==> src/rtl/axil_pkg.sv <==
`default_nettype none
// ============================================================================
//  Module      : axil_pkg
//  Description : Shared constants and types for the AXI4-Lite register bank:
//                response codes, write-channel FSM encoding, default depth.
//  Revision    : 1.0  initial release
// ============================================================================
package axil_pkg;

    localparam logic [1:0] RESP_OKAY   = 2'b00;
    localparam logic [1:0] RESP_SLVERR = 2'b10;

    localparam int NREGS_DEFAULT = 16;

    // Write channel progress: which of AW / W has been seen so far.
    typedef enum logic [1:0] {
        W_IDLE      = 2'd0,
        W_HAVE_ADDR = 2'd1,
        W_HAVE_DATA = 2'd2,
        W_RESP      = 2'd3
    } wstate_e;

endpackage : axil_pkg
`default_nettype wire

==> src/rtl/axil_regbank_if.sv <==
`default_nettype none
// ============================================================================
//  Module      : axil_regbank_if
//  Description : AXI4-Lite bus bundle (AW, W, B, AR, R channels) with
//                master and slave views.
//  Revision    : 1.0  initial release
// ============================================================================
interface axil_regbank_if #(
    parameter int WIDTH = 32
);
    logic [WIDTH-1:0]   AWADDR;
    logic               AWVALID;
    logic               AWREADY;

    logic [WIDTH-1:0]   WDATA;
    logic [WIDTH/8-1:0] WSTRB;
    logic               WVALID;
    logic               WREADY;

    logic [1:0]         BRESP;
    logic               BVALID;
    logic               BREADY;

    logic [WIDTH-1:0]   ARADDR;
    logic               ARVALID;
    logic               ARREADY;

    logic [WIDTH-1:0]   RDATA;
    logic [1:0]         RRESP;
    logic               RVALID;
    logic               RREADY;

    modport master (
        output AWADDR, AWVALID, input  AWREADY,
        output WDATA, WSTRB, WVALID, input  WREADY,
        input  BRESP, BVALID, output BREADY,
        output ARADDR, ARVALID, input  ARREADY,
        input  RDATA, RRESP, RVALID, output RREADY
    );

    modport slave (
        input  AWADDR, AWVALID, output AWREADY,
        input  WDATA, WSTRB, WVALID, output WREADY,
        output BRESP, BVALID, input  BREADY,
        input  ARADDR, ARVALID, output ARREADY,
        output RDATA, RRESP, RVALID, input  RREADY
    );

endinterface : axil_regbank_if
`default_nettype wire

==> src/rtl/axil_reg_array.sv <==
`default_nettype none
// ============================================================================
//  Module      : axil_reg_array
//  Description : NREGS x WIDTH register file with one byte-strobed write
//                port and one combinational read port.
//  Revision    : 1.0  initial release
// ============================================================================
module axil_reg_array
    import axil_pkg::*;
#(
    parameter int WIDTH = 32,
    parameter int NREGS = NREGS_DEFAULT
) (
    input  wire logic                     clk_i,
    input  wire logic                     rst_i,
    input  wire logic                     we_i,
    input  wire logic [$clog2(NREGS)-1:0] widx_i,
    input  wire logic [WIDTH-1:0]         wdata_i,
    input  wire logic [WIDTH/8-1:0]       wstrb_i,
    input  wire logic [$clog2(NREGS)-1:0] ridx_i,
    output logic      [WIDTH-1:0]         rdata_o
);

    logic [WIDTH-1:0] regs_q [NREGS];
    logic [WIDTH-1:0] w_merged;

    // Byte-lane merge: enabled lanes take new data, the rest keep old bytes.
    for (genvar b = 0; b < WIDTH/8; b++) begin : g_lane
        assign w_merged[8*b +: 8] = wstrb_i[b] ? wdata_i[8*b +: 8]
                                               : regs_q[widx_i][8*b +: 8];
    end

    // Register storage: cleared on reset, merged word written on enable.
    always_ff @(posedge clk_i) begin
        if (rst_i) begin
            for (int r = 0; r < NREGS; r++) begin
                regs_q[r] <= '0;
            end
        end else if (we_i) begin
            regs_q[widx_i] <= w_merged;
        end
    end

    // Read port sees the current (pre-write) contents.
    assign rdata_o = regs_q[ridx_i];

endmodule : axil_reg_array
`default_nettype wire

==> src/rtl/axil_regbank.sv <==
`default_nettype none
// ============================================================================
//  Module      : axil_regbank
//  Description : AXI4-Lite responder exposing NREGS registers at byte
//                offsets 4*i. Independent write FSM and pipelined read path.
//  Revision    : 1.0  initial release
// ============================================================================
module axil_regbank
    import axil_pkg::*;
#(
    parameter int WIDTH = 32,
    parameter int NREGS = NREGS_DEFAULT
) (
    input  wire logic       ACLK,
    input  wire logic       ARESET,
    axil_regbank_if.slave   s_axil
);

    localparam int IDXW = $clog2(NREGS);

    wstate_e            state_q, state_d;
    logic [WIDTH-1:0]   awaddr_q;
    logic [WIDTH-1:0]   wdata_q;
    logic [WIDTH/8-1:0] wstrb_q;
    logic [1:0]         bresp_q;
    logic               rvalid_q;
    logic [WIDTH-1:0]   rdata_q;
    logic [1:0]         rresp_q;

    logic               w_aw_hs, w_w_hs, w_ar_hs;
    logic               w_lat_addr, w_lat_data, w_commit;
    logic [WIDTH-1:0]   w_cmt_addr, w_cmt_data;
    logic [WIDTH/8-1:0] w_cmt_strb;
    logic               w_wr_in_range, w_rd_in_range;
    logic [WIDTH-1:0]   w_arr_rdata;
    logic               w_unused_addr_lsbs;

    // Ready signals: forced low during reset, otherwise state driven.
    assign s_axil.AWREADY = !ARESET && (state_q == W_IDLE || state_q == W_HAVE_DATA);
    assign s_axil.WREADY  = !ARESET && (state_q == W_IDLE || state_q == W_HAVE_ADDR);
    assign s_axil.ARREADY = !ARESET && (!rvalid_q || s_axil.RREADY);
    assign s_axil.BVALID  = (state_q == W_RESP);
    assign s_axil.BRESP   = bresp_q;
    assign s_axil.RVALID  = rvalid_q;
    assign s_axil.RDATA   = rdata_q;
    assign s_axil.RRESP   = rresp_q;

    assign w_aw_hs = s_axil.AWVALID && s_axil.AWREADY;
    assign w_w_hs  = s_axil.WVALID  && s_axil.WREADY;
    assign w_ar_hs = s_axil.ARVALID && s_axil.ARREADY;

    // Any set bit above the register index field is out of range.
    assign w_wr_in_range = (w_cmt_addr[WIDTH-1:IDXW+2] == '0);
    assign w_rd_in_range = (s_axil.ARADDR[WIDTH-1:IDXW+2] == '0);
    assign w_unused_addr_lsbs = ^{w_cmt_addr[1:0], s_axil.ARADDR[1:0]};

    // Write FSM state register.
    always_ff @(posedge ACLK) begin
        if (ARESET) state_q <= W_IDLE;
        else        state_q <= state_d;
    end

    // Write FSM next state; the completing handshake commits using whichever
    // half is live on the bus and whichever half was latched earlier.
    always_comb begin
        state_d    = state_q;
        w_lat_addr = 1'b0;
        w_lat_data = 1'b0;
        w_commit   = 1'b0;
        w_cmt_addr = awaddr_q;
        w_cmt_data = wdata_q;
        w_cmt_strb = wstrb_q;
        case (state_q)
            W_IDLE: begin
                if (w_aw_hs && w_w_hs) begin
                    state_d    = W_RESP;
                    w_commit   = 1'b1;
                    w_cmt_addr = s_axil.AWADDR;
                    w_cmt_data = s_axil.WDATA;
                    w_cmt_strb = s_axil.WSTRB;
                end else if (w_aw_hs) begin
                    state_d    = W_HAVE_ADDR;
                    w_lat_addr = 1'b1;
                end else if (w_w_hs) begin
                    state_d    = W_HAVE_DATA;
                    w_lat_data = 1'b1;
                end
            end
            W_HAVE_ADDR: begin
                if (w_w_hs) begin
                    state_d    = W_RESP;
                    w_commit   = 1'b1;
                    w_cmt_data = s_axil.WDATA;
                    w_cmt_strb = s_axil.WSTRB;
                end
            end
            W_HAVE_DATA: begin
                if (w_aw_hs) begin
                    state_d    = W_RESP;
                    w_commit   = 1'b1;
                    w_cmt_addr = s_axil.AWADDR;
                end
            end
            W_RESP: begin
                if (s_axil.BREADY) state_d = W_IDLE;
            end
            default: state_d = W_IDLE;
        endcase
    end

    // Hold the first-arriving half of a split write.
    always_ff @(posedge ACLK) begin
        if (ARESET) begin
            awaddr_q <= '0;
            wdata_q  <= '0;
            wstrb_q  <= '0;
        end else begin
            if (w_lat_addr) awaddr_q <= s_axil.AWADDR;
            if (w_lat_data) begin
                wdata_q <= s_axil.WDATA;
                wstrb_q <= s_axil.WSTRB;
            end
        end
    end

    // Write response code captured on the committing edge.
    always_ff @(posedge ACLK) begin
        if (ARESET)        bresp_q <= RESP_OKAY;
        else if (w_commit) bresp_q <= w_wr_in_range ? RESP_OKAY : RESP_SLVERR;
    end

    // Read channel: new beat on AR handshake, otherwise drain on R handshake.
    always_ff @(posedge ACLK) begin
        if (ARESET) begin
            rvalid_q <= 1'b0;
            rdata_q  <= '0;
            rresp_q  <= RESP_OKAY;
        end else if (w_ar_hs) begin
            rvalid_q <= 1'b1;
            rdata_q  <= w_rd_in_range ? w_arr_rdata : '0;
            rresp_q  <= w_rd_in_range ? RESP_OKAY : RESP_SLVERR;
        end else if (rvalid_q && s_axil.RREADY) begin
            rvalid_q <= 1'b0;
        end
    end

    axil_reg_array #(
        .WIDTH (WIDTH),
        .NREGS (NREGS)
    ) u_reg_array (
        .clk_i   (ACLK),
        .rst_i   (ARESET),
        .we_i    (w_commit && w_wr_in_range),
        .widx_i  (w_cmt_addr[IDXW+1:2]),
        .wdata_i (w_cmt_data),
        .wstrb_i (w_cmt_strb),
        .ridx_i  (s_axil.ARADDR[IDXW+1:2]),
        .rdata_o (w_arr_rdata)
    );

endmodule : axil_regbank
`default_nettype wire

==> src/flat_wrapper.sv <==
// flat-port wrapper written by rule: the top's interface ports become plain ports
module axil_regbank_flat import axil_pkg::*;
#(
    parameter int WIDTH = 32,
    parameter int NREGS = NREGS_DEFAULT
)
  (ACLK, ARESET, s_axil_AWADDR, s_axil_AWVALID, s_axil_AWREADY, s_axil_WDATA, s_axil_WSTRB, s_axil_WVALID, s_axil_WREADY, s_axil_BRESP, s_axil_BVALID, s_axil_BREADY, s_axil_ARADDR, s_axil_ARVALID, s_axil_ARREADY, s_axil_RDATA, s_axil_RRESP, s_axil_RVALID, s_axil_RREADY);
  axil_regbank_if #(.WIDTH(WIDTH)) s_axil_i ();
  input  wire logic ACLK;
  input  wire logic ARESET;
  input wire logic [$bits(s_axil_i.AWADDR)-1:0] s_axil_AWADDR;
  input wire logic [$bits(s_axil_i.AWVALID)-1:0] s_axil_AWVALID;
  output wire logic [$bits(s_axil_i.AWREADY)-1:0] s_axil_AWREADY;
  input wire logic [$bits(s_axil_i.WDATA)-1:0] s_axil_WDATA;
  input wire logic [$bits(s_axil_i.WSTRB)-1:0] s_axil_WSTRB;
  input wire logic [$bits(s_axil_i.WVALID)-1:0] s_axil_WVALID;
  output wire logic [$bits(s_axil_i.WREADY)-1:0] s_axil_WREADY;
  output wire logic [$bits(s_axil_i.BRESP)-1:0] s_axil_BRESP;
  output wire logic [$bits(s_axil_i.BVALID)-1:0] s_axil_BVALID;
  input wire logic [$bits(s_axil_i.BREADY)-1:0] s_axil_BREADY;
  input wire logic [$bits(s_axil_i.ARADDR)-1:0] s_axil_ARADDR;
  input wire logic [$bits(s_axil_i.ARVALID)-1:0] s_axil_ARVALID;
  output wire logic [$bits(s_axil_i.ARREADY)-1:0] s_axil_ARREADY;
  output wire logic [$bits(s_axil_i.RDATA)-1:0] s_axil_RDATA;
  output wire logic [$bits(s_axil_i.RRESP)-1:0] s_axil_RRESP;
  output wire logic [$bits(s_axil_i.RVALID)-1:0] s_axil_RVALID;
  input wire logic [$bits(s_axil_i.RREADY)-1:0] s_axil_RREADY;
  assign s_axil_i.AWADDR = s_axil_AWADDR;
  assign s_axil_i.AWVALID = s_axil_AWVALID;
  assign s_axil_AWREADY = s_axil_i.AWREADY;
  assign s_axil_i.WDATA = s_axil_WDATA;
  assign s_axil_i.WSTRB = s_axil_WSTRB;
  assign s_axil_i.WVALID = s_axil_WVALID;
  assign s_axil_WREADY = s_axil_i.WREADY;
  assign s_axil_BRESP = s_axil_i.BRESP;
  assign s_axil_BVALID = s_axil_i.BVALID;
  assign s_axil_i.BREADY = s_axil_BREADY;
  assign s_axil_i.ARADDR = s_axil_ARADDR;
  assign s_axil_i.ARVALID = s_axil_ARVALID;
  assign s_axil_ARREADY = s_axil_i.ARREADY;
  assign s_axil_RDATA = s_axil_i.RDATA;
  assign s_axil_RRESP = s_axil_i.RRESP;
  assign s_axil_RVALID = s_axil_i.RVALID;
  assign s_axil_i.RREADY = s_axil_RREADY;
  axil_regbank #(.WIDTH(WIDTH), .NREGS(NREGS)) u_core (.ACLK(ACLK), .ARESET(ARESET), .s_axil(s_axil_i));
endmodule
==> config.mk <==
export PLATFORM = sky130hd
export DESIGN_NAME = axil_regbank_flat
export DESIGN_NICKNAME = d
export VERILOG_FILES = /design/src/rtl/axil_pkg.sv /design/src/rtl/axil_regbank_if.sv /design/src/rtl/axil_reg_array.sv /design/src/rtl/axil_regbank.sv /design/src/flat_wrapper.sv
export SDC_FILE = /design/constraint.sdc
export NUM_CORES = 1
export LEC_CHECK = 0
export ABC_AREA = 1
export CORE_ASPECT_RATIO = 0.8
export CORE_UTILIZATION = 65
export CTS_BUF_LIST = sky130_fd_sc_hd__clkbuf_4 sky130_fd_sc_hd__clkbuf_8
export DETAILED_ROUTE_END_ITERATION = 7
export PLACE_DENSITY_LB_ADDON = 0.05
export REMOVE_ABC_BUFFERS = 1
export SETUP_SLACK_MARGIN = 0.05
export SLEW_MARGIN = 20
export SYNTH_ARGS = -nofsm -noshare
export SYNTH_HDL_FRONTEND = slang
export SYNTH_HIERARCHICAL = 1
export SYNTH_SLANG_ARGS = --single-unit
==> constraint.sdc <==
create_clock -name ACLK -period 4.72 [get_ports ACLK]
set_input_delay 0.708 -clock ACLK [delete_from_list [all_inputs] [get_ports ACLK]]
set_output_delay 0.708 -clock ACLK [all_outputs]
set_load 0.01 [all_outputs]
After elaboration in Yosys (flattened, before gate mapping)
Memory sizes are Yosys's and may differ from the RTL's.
Cells that the tools add are included.
Widths: inputs -> output; s select.
{"block": "classes", "n_eq_ne": 11, "mux": 42, "n_reduce_logical": 24}
{"cell": "$mux 32", "count": 6}
{"cell": "$pmux 32 s2", "count": 2}
{"cell": "$logic_not 26->1", "count": 2}
{"cell": "$mux 8", "count": 4}
{"cell": "$reduce_or 32->1", "count": 1}
{"cell": "$mux 2", "count": 8}
{"cell": "$mux 4", "count": 4}
{"cell": "$mux 1", "count": 15}
{"cell": "$logic_and 1x1->1", "count": 9}
{"cell": "$pmux 2 s4", "count": 1}
{"cell": "$pmux 4 s2", "count": 1}
{"cell": "$reduce_and 2->1", "count": 4}
{"cell": "$ne 2x1->1 const B", "count": 3}
{"cell": "$eq 2x2->1 const B", "count": 2}
{"cell": "$ne 1x1->1 const B", "count": 4}
{"cell": "$ne 4x2->1 const B", "count": 1}
{"cell": "$reduce_and 4->1", "count": 1}
{"cell": "$logic_or 1x1->1", "count": 3}
{"cell": "$pmux 1 s3", "count": 1}
{"cell": "$eq 2x1->1 const B", "count": 1}
{"cell": "$logic_not 1->1", "count": 2}
{"cell": "$logic_not 2->1", "count": 1}
{"cell": "$reduce_bool 2->1", "count": 1}
{"block": "word_totals", "regBits": 107, "ram_bits": 512, "in_bits": 107, "mem_count": 1}
{"memory": "u_core.u_reg_array.regs_q", "depth": 16, "word_bits": 32, "rd": 1, "rd_clocked_by_memory_dff": 0, "write_ports": 16, "line": "axil_reg_array.sv:24", "rtl": "logic [WIDTH-1:0] regs_q [NREGS];"}

Logic depth before layout (Yosys ltp)
Gate-level depths: netlist (run 1).
{"block": "depth", "word_depth": 15, "ltp_mapped": 15, "ltp_nobuf": 13}

Hierarchy
The synthesis (run 1) kept the hierarchy.
{"mod": "axil_reg_array", "n_inst": 1, "cells_per_inst": 2814, "area_per_inst_um2": 24817.6, "seq_area_each_um2": 15374.7}
{"mod": "axil_regbank", "n_inst": 1, "cells_per_inst": 660, "area_per_inst_um2": 4755.8, "seq_area_each_um2": 2062.0}

Worst setup path before layout (run 1)
Ideal clock, no wire load.
{"block": "synth_path", "path_kind": "in2reg", "from": "input ARESET", "to": "memory u_core.u_reg_array.regs_q[3][0], enable pin", "arrival_ps": 2447, "setup_slack_ps": 1944, "cell_stages": 11, "path_buffers": 1, "cell_sequence": "buf_6 > nor2_4 > nand2_4 > a21oi_1 > inv_1 > a22o_1 > inv_2 > nand2_1 > nor2_1 > nand2_2 > nand2_1"}
{"item": "start: declaration", "line": "flat_wrapper.sv:10", "rtl": "input wire logic ARESET;"}
{"item": "end: declaration", "line": "axil_reg_array.sv:24"}

==> results of run 1 <==
-- power by group --
| group | internal [mW] | switching (mW) |
|---|---|---|
| combinational | 0.489 | 1.68 |
| sequential | 6.15 | 0.0967 |
| clock | 2.44 | 2.07 |
-- worst paths after layout --
kind,slack (ns),end,cells past startpoint
worst max register to register,0.60,u_core/u_reg_array/regs_q[3][15],13
worst min register to register,0.45,u_core/wdata_q[21],2
worst min-delay path,0.45,u_core/wdata_q[21],2
worst max-delay path,0.60,u_core/u_reg_array/regs_q[3][15],13
-- tightest hold or removal path: stages (launching register included) --
cell     delay [ns]
dfxtp_1        0.30
inv_1          0.05
a21oi_1        0.05
-- per-stage QoR --
| step | cells | total power, mW | area (um2) | setup slack [ns] | hold WS [ns] |
|---|---|---|---|---|---|
| CTS | 4238 | 12.9 | 33000 | 0.723 | 0.449 |
| floorplan | 3281 | 7.52 | 28600 | 1.30 | 0.427 |
| detailed placement | 4062 | 8.44 | 31100 | 0.521 | 0.442 |
| global placement | 4062 | 8.36 | 31100 | 0.700 | 0.433 |
| global route | 4238 | 13.4 | 33000 | 0.418 | 0.465 |
| finish | 4238 | 12.9 | 33000 | 0.600 | 0.448 |
-- kinds of logic after synthesis --
group,count (synthesis),synth area share (%)
flip-flops,615,59.0
AND/OR/NAND/NOR,1986,28.0
adder cells (fa/ha/maj),5,0.212
AO/OA/AOI/OAI,189,3.38
buffers and inverters,678,9.46
other,1,0.0127
-- state kept, by name (all words and copies together), names as in the netlist --
| signal | count |
|---|---|
| u_core/awaddr_q | 30 |
| u_core/s_axil.BRESP | 1 |
| u_core/s_axil.RVALID | 1 |
| u_core/u_reg_array/regs_q | 512 |
| u_core/s_axil.RDATA | 32 |
| u_core/state_q | 2 |
| u_core/wstrb_q | 4 |
| u_core/wdata_q | 32 |
| u_core/s_axil.RRESP | 1 |
-- layout make-up --
cell class | count | area share (%)
flip-flops and latches | 615 | 52.8
clock inverters | 27 | 0.474
repair buffers | 178 | 5.20
clock buffers | 149 | 5.38
well taps | 603 | 2.29
multi-input cells | 2182 | 28.3
inverters | 484 | 5.53
-- cell usage in the layout (no fill, tap or decap), types with 3 or more instances in the layout --
master / Yosys / routed
nand2_1: 824 / 824
nor2_1: 632 / 631
edfxtp_1: 512 / 512
inv_1: 475 / 474
nand3_1: 458 / 458
clkdlybuf4s50_1: 0 / 137
clkbuf_8: 0 / 105
dfxtp_1: 103 / 103
a21oi_1: 72 / 72
o21ai_0: 58 / 58
o21ai_1: 48 / 48
clkbuf_4: 0 / 44
nand2_2: 44 / 44
buf_4: 19 / 35
clkinv_1: 0 / 13
nor2_2: 13 / 12
clkinv_2: 0 / 8
inv_2: 9 / 8
nor2_4: 5 / 7
clkinvlp_4: 0 / 5
ha_1: 5 / 5
a22o_1: 4 / 4
nand4_1: 3 / 3
buf_12: 0 / 3
-- routing by layer --
layer / wire [um] / vias to the layer above / share of wire (%)
met5: 0 / - / 0
met4: 2690 / 0 / 3.4
met1: 31300 / 11210 / 40
li1: - / 11201 / -
met3: 9680 / 165 / 12
met2: 35100 / 1358 / 45
==> reports/metrics.cfg, run 1 <==
[clocking]
h-tree-depth = 3
cts_tree = done
clkSinkCount = 615
post-cts-setup-buffers = 0
cts_buffers = 93
cts_resized = 0
cts_buffer_depth = 3
clk_latency_ns = 0.70
cts.reportedPaths.clkPinSlew_ns = 0.06
ctsHoldBuffers = 0
ctsRootBufferMaster = clkbuf_8

[placed_design]
portBuffers = 141
gp_congestion = 0.886
dp.final_hpwl_mm = 48.8

[logic_synthesis]
ys_types = 35
synth_top_area_share_pct = 52.0
synth_commonest_cells = nand2_1, nor2_1, edfxtp_1
synth_seq_area_share_pct = 59.0
yosysTopAreaCell = edfxtp_1
ys_async_sr_fraction_pct = 0
synth_seq_cells = 615
synth_area_um2 = 29600
yosys_warnings = 6
synth_edf_count = 512
synthCells = 3474
syn_area_per_cell_um2 = 8.51
yosys-top-cells-area = edfxtp_1, nand2_1, nor2_1
synth_ff_type = edfxtp_1
yosysMostFrequentCell = nand2_1

[sta]
max_freq_mhz = 243
hold_viol = 0
finClkSkew_ns = 0.0376
min_period_ns = 4.12
relSlewSlack_pct = 26.8
grt_setup_unrepaired = no
drv_slew = 0
finalCritPeriodShare_pct = 87.3
final.setup.tns_ns = 0
setup_violations = 0
worst_slew_pin_slew_ns = 1.10

[global_route]
use_met3_pct = 8.74
grt_first_pass_wirelength_mm = 120
grtUsageTotal_pct = 34.3
antenna_found_initial = 0
overflow = 0
grt_busiest_layer = met2
grt_max_degree = 168
gr-usage-met2_pct = 52.7
met1_usage_pct = 47.2
grt_pass1_vias = 22299

[setup_path]
crit_type = reg2reg
crit_arrival_ns = 4.47
slowest_delay_ns = 0.85
critPathLaunchType = flip-flop
worstPathBufferInverterCount = 4
worstSetupStartpoint = u_core/state_q[1]
end_kind = flip-flop
path_cells = inv_1 -> ha_1 -> inv_2 -> nand2_2 -> nand3_4 -> a21oi_1 -> inv_1 -> a22o_1 -> inv_2 -> nand2_1 -> nor2_1 -> nand2_2 -> nand2_1
r2r-start = u_core/state_q[1]
critPathMaxFanout = 9
critPathSlowestCell = nor2_1
cp.required_ns = 5.07
path_delay_family = simple AND/OR/NAND/NOR gates

[floorplan]
std_cell_rows = 69
io_pins = 148
initial_utilization_pct = 66.3
core_area_um2 = 44600
dieArea_um2 = 46400
die_h_um = 193
die_w_um = 240

[route]
route.detailed.drc = 0
routedWlPerCell_um = 18.6
vias = 23934
drt_first_pass_iters = 8
first_iter_violations = 3022
ant_nets = 0
via_per_inst = 5.65
wl_mm = 78.7

[min_path]
min_from = u_core/wdata_q[21]
hold_class = reg2reg

[layout]
num_antenna_cells = 0
area_delta_synth_final_pct = 11.6
fin_util_pct = 74.0
layout.nets = 3666
nFillCells = 3357
final_layout_size_suffix_gt1_share_pct = 7.87
multiInputGateArea_um2 = 9360
ff_latch_area_um2 = 17400

[outcome]
status = complete, no violations

[power_and_ir_drop]
power_density_nw_per_um2 = 391
power_leakage_nw = 13.4
peakVddDrop_mv = 0.430

[flow_run]
drv_cap = 0

(Power assumes the default switching activity.)
==> run 2, diff against run 1 <==
- CORE_MARGIN: not set -> 2
- CORE_UTILIZATION: 65 -> 33
- GPL_ROUTABILITY_DRIVEN: not set -> 0
==> run 2 against run 1 <==
  * Clock power rose by 8.0%
  * Cell area rose by 2.9%
  * Critical path depth rose by 1
  * Highest routed layer is now met5
  * Setup slack improved by 0.14 ns
  * Clock skew fell by 0.0063 ns
  * Critical endpoint is now u_core/u_reg_array/regs_q[9][17]
  * Fmax rose by 3.6%
  * Cell count rose by 15%
  * Non-clock buffer count fell by 1
  * Register-to-register slack improved by 0.14 ns
==> reports/metrics.cfg, run 2 (same netlist as run 1, synthesis figures left out) <==
[route]
wl_mm = 92.1
routedWlPerCell_um = 18.9
drt_first_pass_iters = 5
via_per_inst = 4.75
first_iter_violations = 1483
route.detailed.drc = 0
vias = 23092
ant_nets = 0

[power_and_ir_drop]
power_density_nw_per_um2 = 393
peakVddDrop_mv = 0.181
power_leakage_nw = 13.6

[sta]
worst_slew_pin_slew_ns = 1.12
setup_violations = 0
max_freq_mhz = 251
finClkSkew_ns = 0.0313
whs_ns = 0.449
hold_viol = 0
min_period_ns = 3.98
final.setup.tns_ns = 0
drv_slew = 0
grt_setup_unrepaired = no
relSlewSlack_pct = 25.4
finalCritPeriodShare_pct = 84.2

[setup_path]
cp.required_ns = 5.08
path_cells = inv_1 -> ha_1 -> inv_2 -> nand2_2 -> nand3_4 -> a21oi_1 -> inv_1 -> a22o_1 -> inv_2 -> nand2_1 -> nor2_1 -> buf_4 -> nand2_1 -> nand2_1
slowest_delay_ns = 0.56
path_common_cell = nand2_1
critPathSlowestCell = nor2_1
crit_arrival_ns = 4.34
critPathMaxFanout = 9
crit_type = reg2reg
end_kind = flip-flop
critPathLaunchType = flip-flop

[floorplan]
core_area_um2 = 89000
dieArea_um2 = 92000
die_w_um = 339
std_cell_rows = 98
io_pins = 148
initial_utilization_pct = 33.2
die_h_um = 272

[clocking]
ctsHoldBuffers = 0
cts_tree = done
post-cts-setup-buffers = 0
cts.reportedPaths.clkPinSlew_ns = 0.06
cts_buffers = 108
cts_resized = 0
cts_buffer_depth = 3
ctsRootBufferMaster = clkbuf_8
h-tree-depth = 3
clk_latency_ns = 0.73
clkSinkCount = 615

[layout]
final_common_cell = nand2_1
final_layout_size_suffix_gt1_share_pct = 8.20
fin_cells = 4861
final_area_um2 = 34000
layout.nets = 3680
largest_register_ffs = 512
area_delta_synth_final_pct = 14.9
mostFrequentLayoutCells = nand2_1, nor2_1, edfxtp_1
largest-register = u_core/u_reg_array/regs_q

[global_route]
grt_first_pass_wirelength_mm = 137
grtUsageTotal_pct = 19.8
overflow = 0
antenna_found_initial = 8
grt_pass1_vias = 22562
grt_max_degree = 105

[placed_design]
dp.final_hpwl_mm = 59.0
dp.cells = 4657
postPlaceCellArea_um2 = 31800
portBuffers = 141

[flow_run]
drv_cap = 0

[min_path]
hold_class = reg2reg

[outcome]
status = complete, no violations

==> run 2: area by class of cell <==
| cell class | instances | area, um2 |
|---|---|---|
| flip-flops and latches | 615 | 17400 |
| repair buffers | 177 | 1740 |
| well taps | 1200 | 1500 |
| diodes | 1 | 2.50 |
| fillers | 9174 | 55000 |
| clock inverters | 43 | 214 |
| clock buffers | 159 | 1910 |
| inverters | 484 | 1830 |
| multi-input cells | 2182 | 9360 |
==> run 2: routing by layer <==
metal / wire [um] / share of wire, % / global-route usage [%] / vias up
met5: 83 / 0.090 / 0 / -
met4: 2270 / 2.5 / 5.24 / 14
met3: 5490 / 6.0 / 4.01 / 155
met2: 40700 / 44 / 30.9 / 624
met1: 43600 / 47 / 28.0 / 11059
li1: - / - / - / 11240
==> run 2: where the power goes <==
group | switching [mW] | total, mW | leakage (nW) | internal, mW
registers | 0.0920 | 6.24 | 6.12 | 6.15
logic | 1.76 | 2.26 | 6.32 | 0.495
clock network | 2.24 | 4.87 | 1.14 | 2.63
total | 4.10 | 13.4 | 13.6 | 9.28
==> run 2: final timing paths <==
path	from	to	slack (ns)	depth (start not counted)
max	u_core/state_q[0]	u_core/u_reg_array/regs_q[9][17]	0.74	14
max reg2reg	u_core/state_q[0]	u_core/u_reg_array/regs_q[9][17]	0.74	14
min	u_core/wdata_q[24]	u_core/wdata_q[24]	0.45	2
min reg2reg	u_core/wdata_q[24]	u_core/wdata_q[24]	0.45	2
==> run 2: critical path, delay by kind of cell, from the launching register on <==
family          cells  cell delay [ns]
compound gates      2             0.53
flops               1             0.33
simple gates        6             1.55
buf+inv             5             0.73
fa+ha+maj           1             0.48
==> run 2: stage by stage <==
step	util, %	setup WS (ns)	power [mW]
2_1_floorplan	-	1.30	7.52
4_1_cts	38.1	0.718	13.6
5_1_grt	38.2	0.399	14.0
3_5_place_dp	35.8	0.562	8.62
6_report	38.2	0.743	13.4
3_3_place_gp	35.8	0.287	8.59
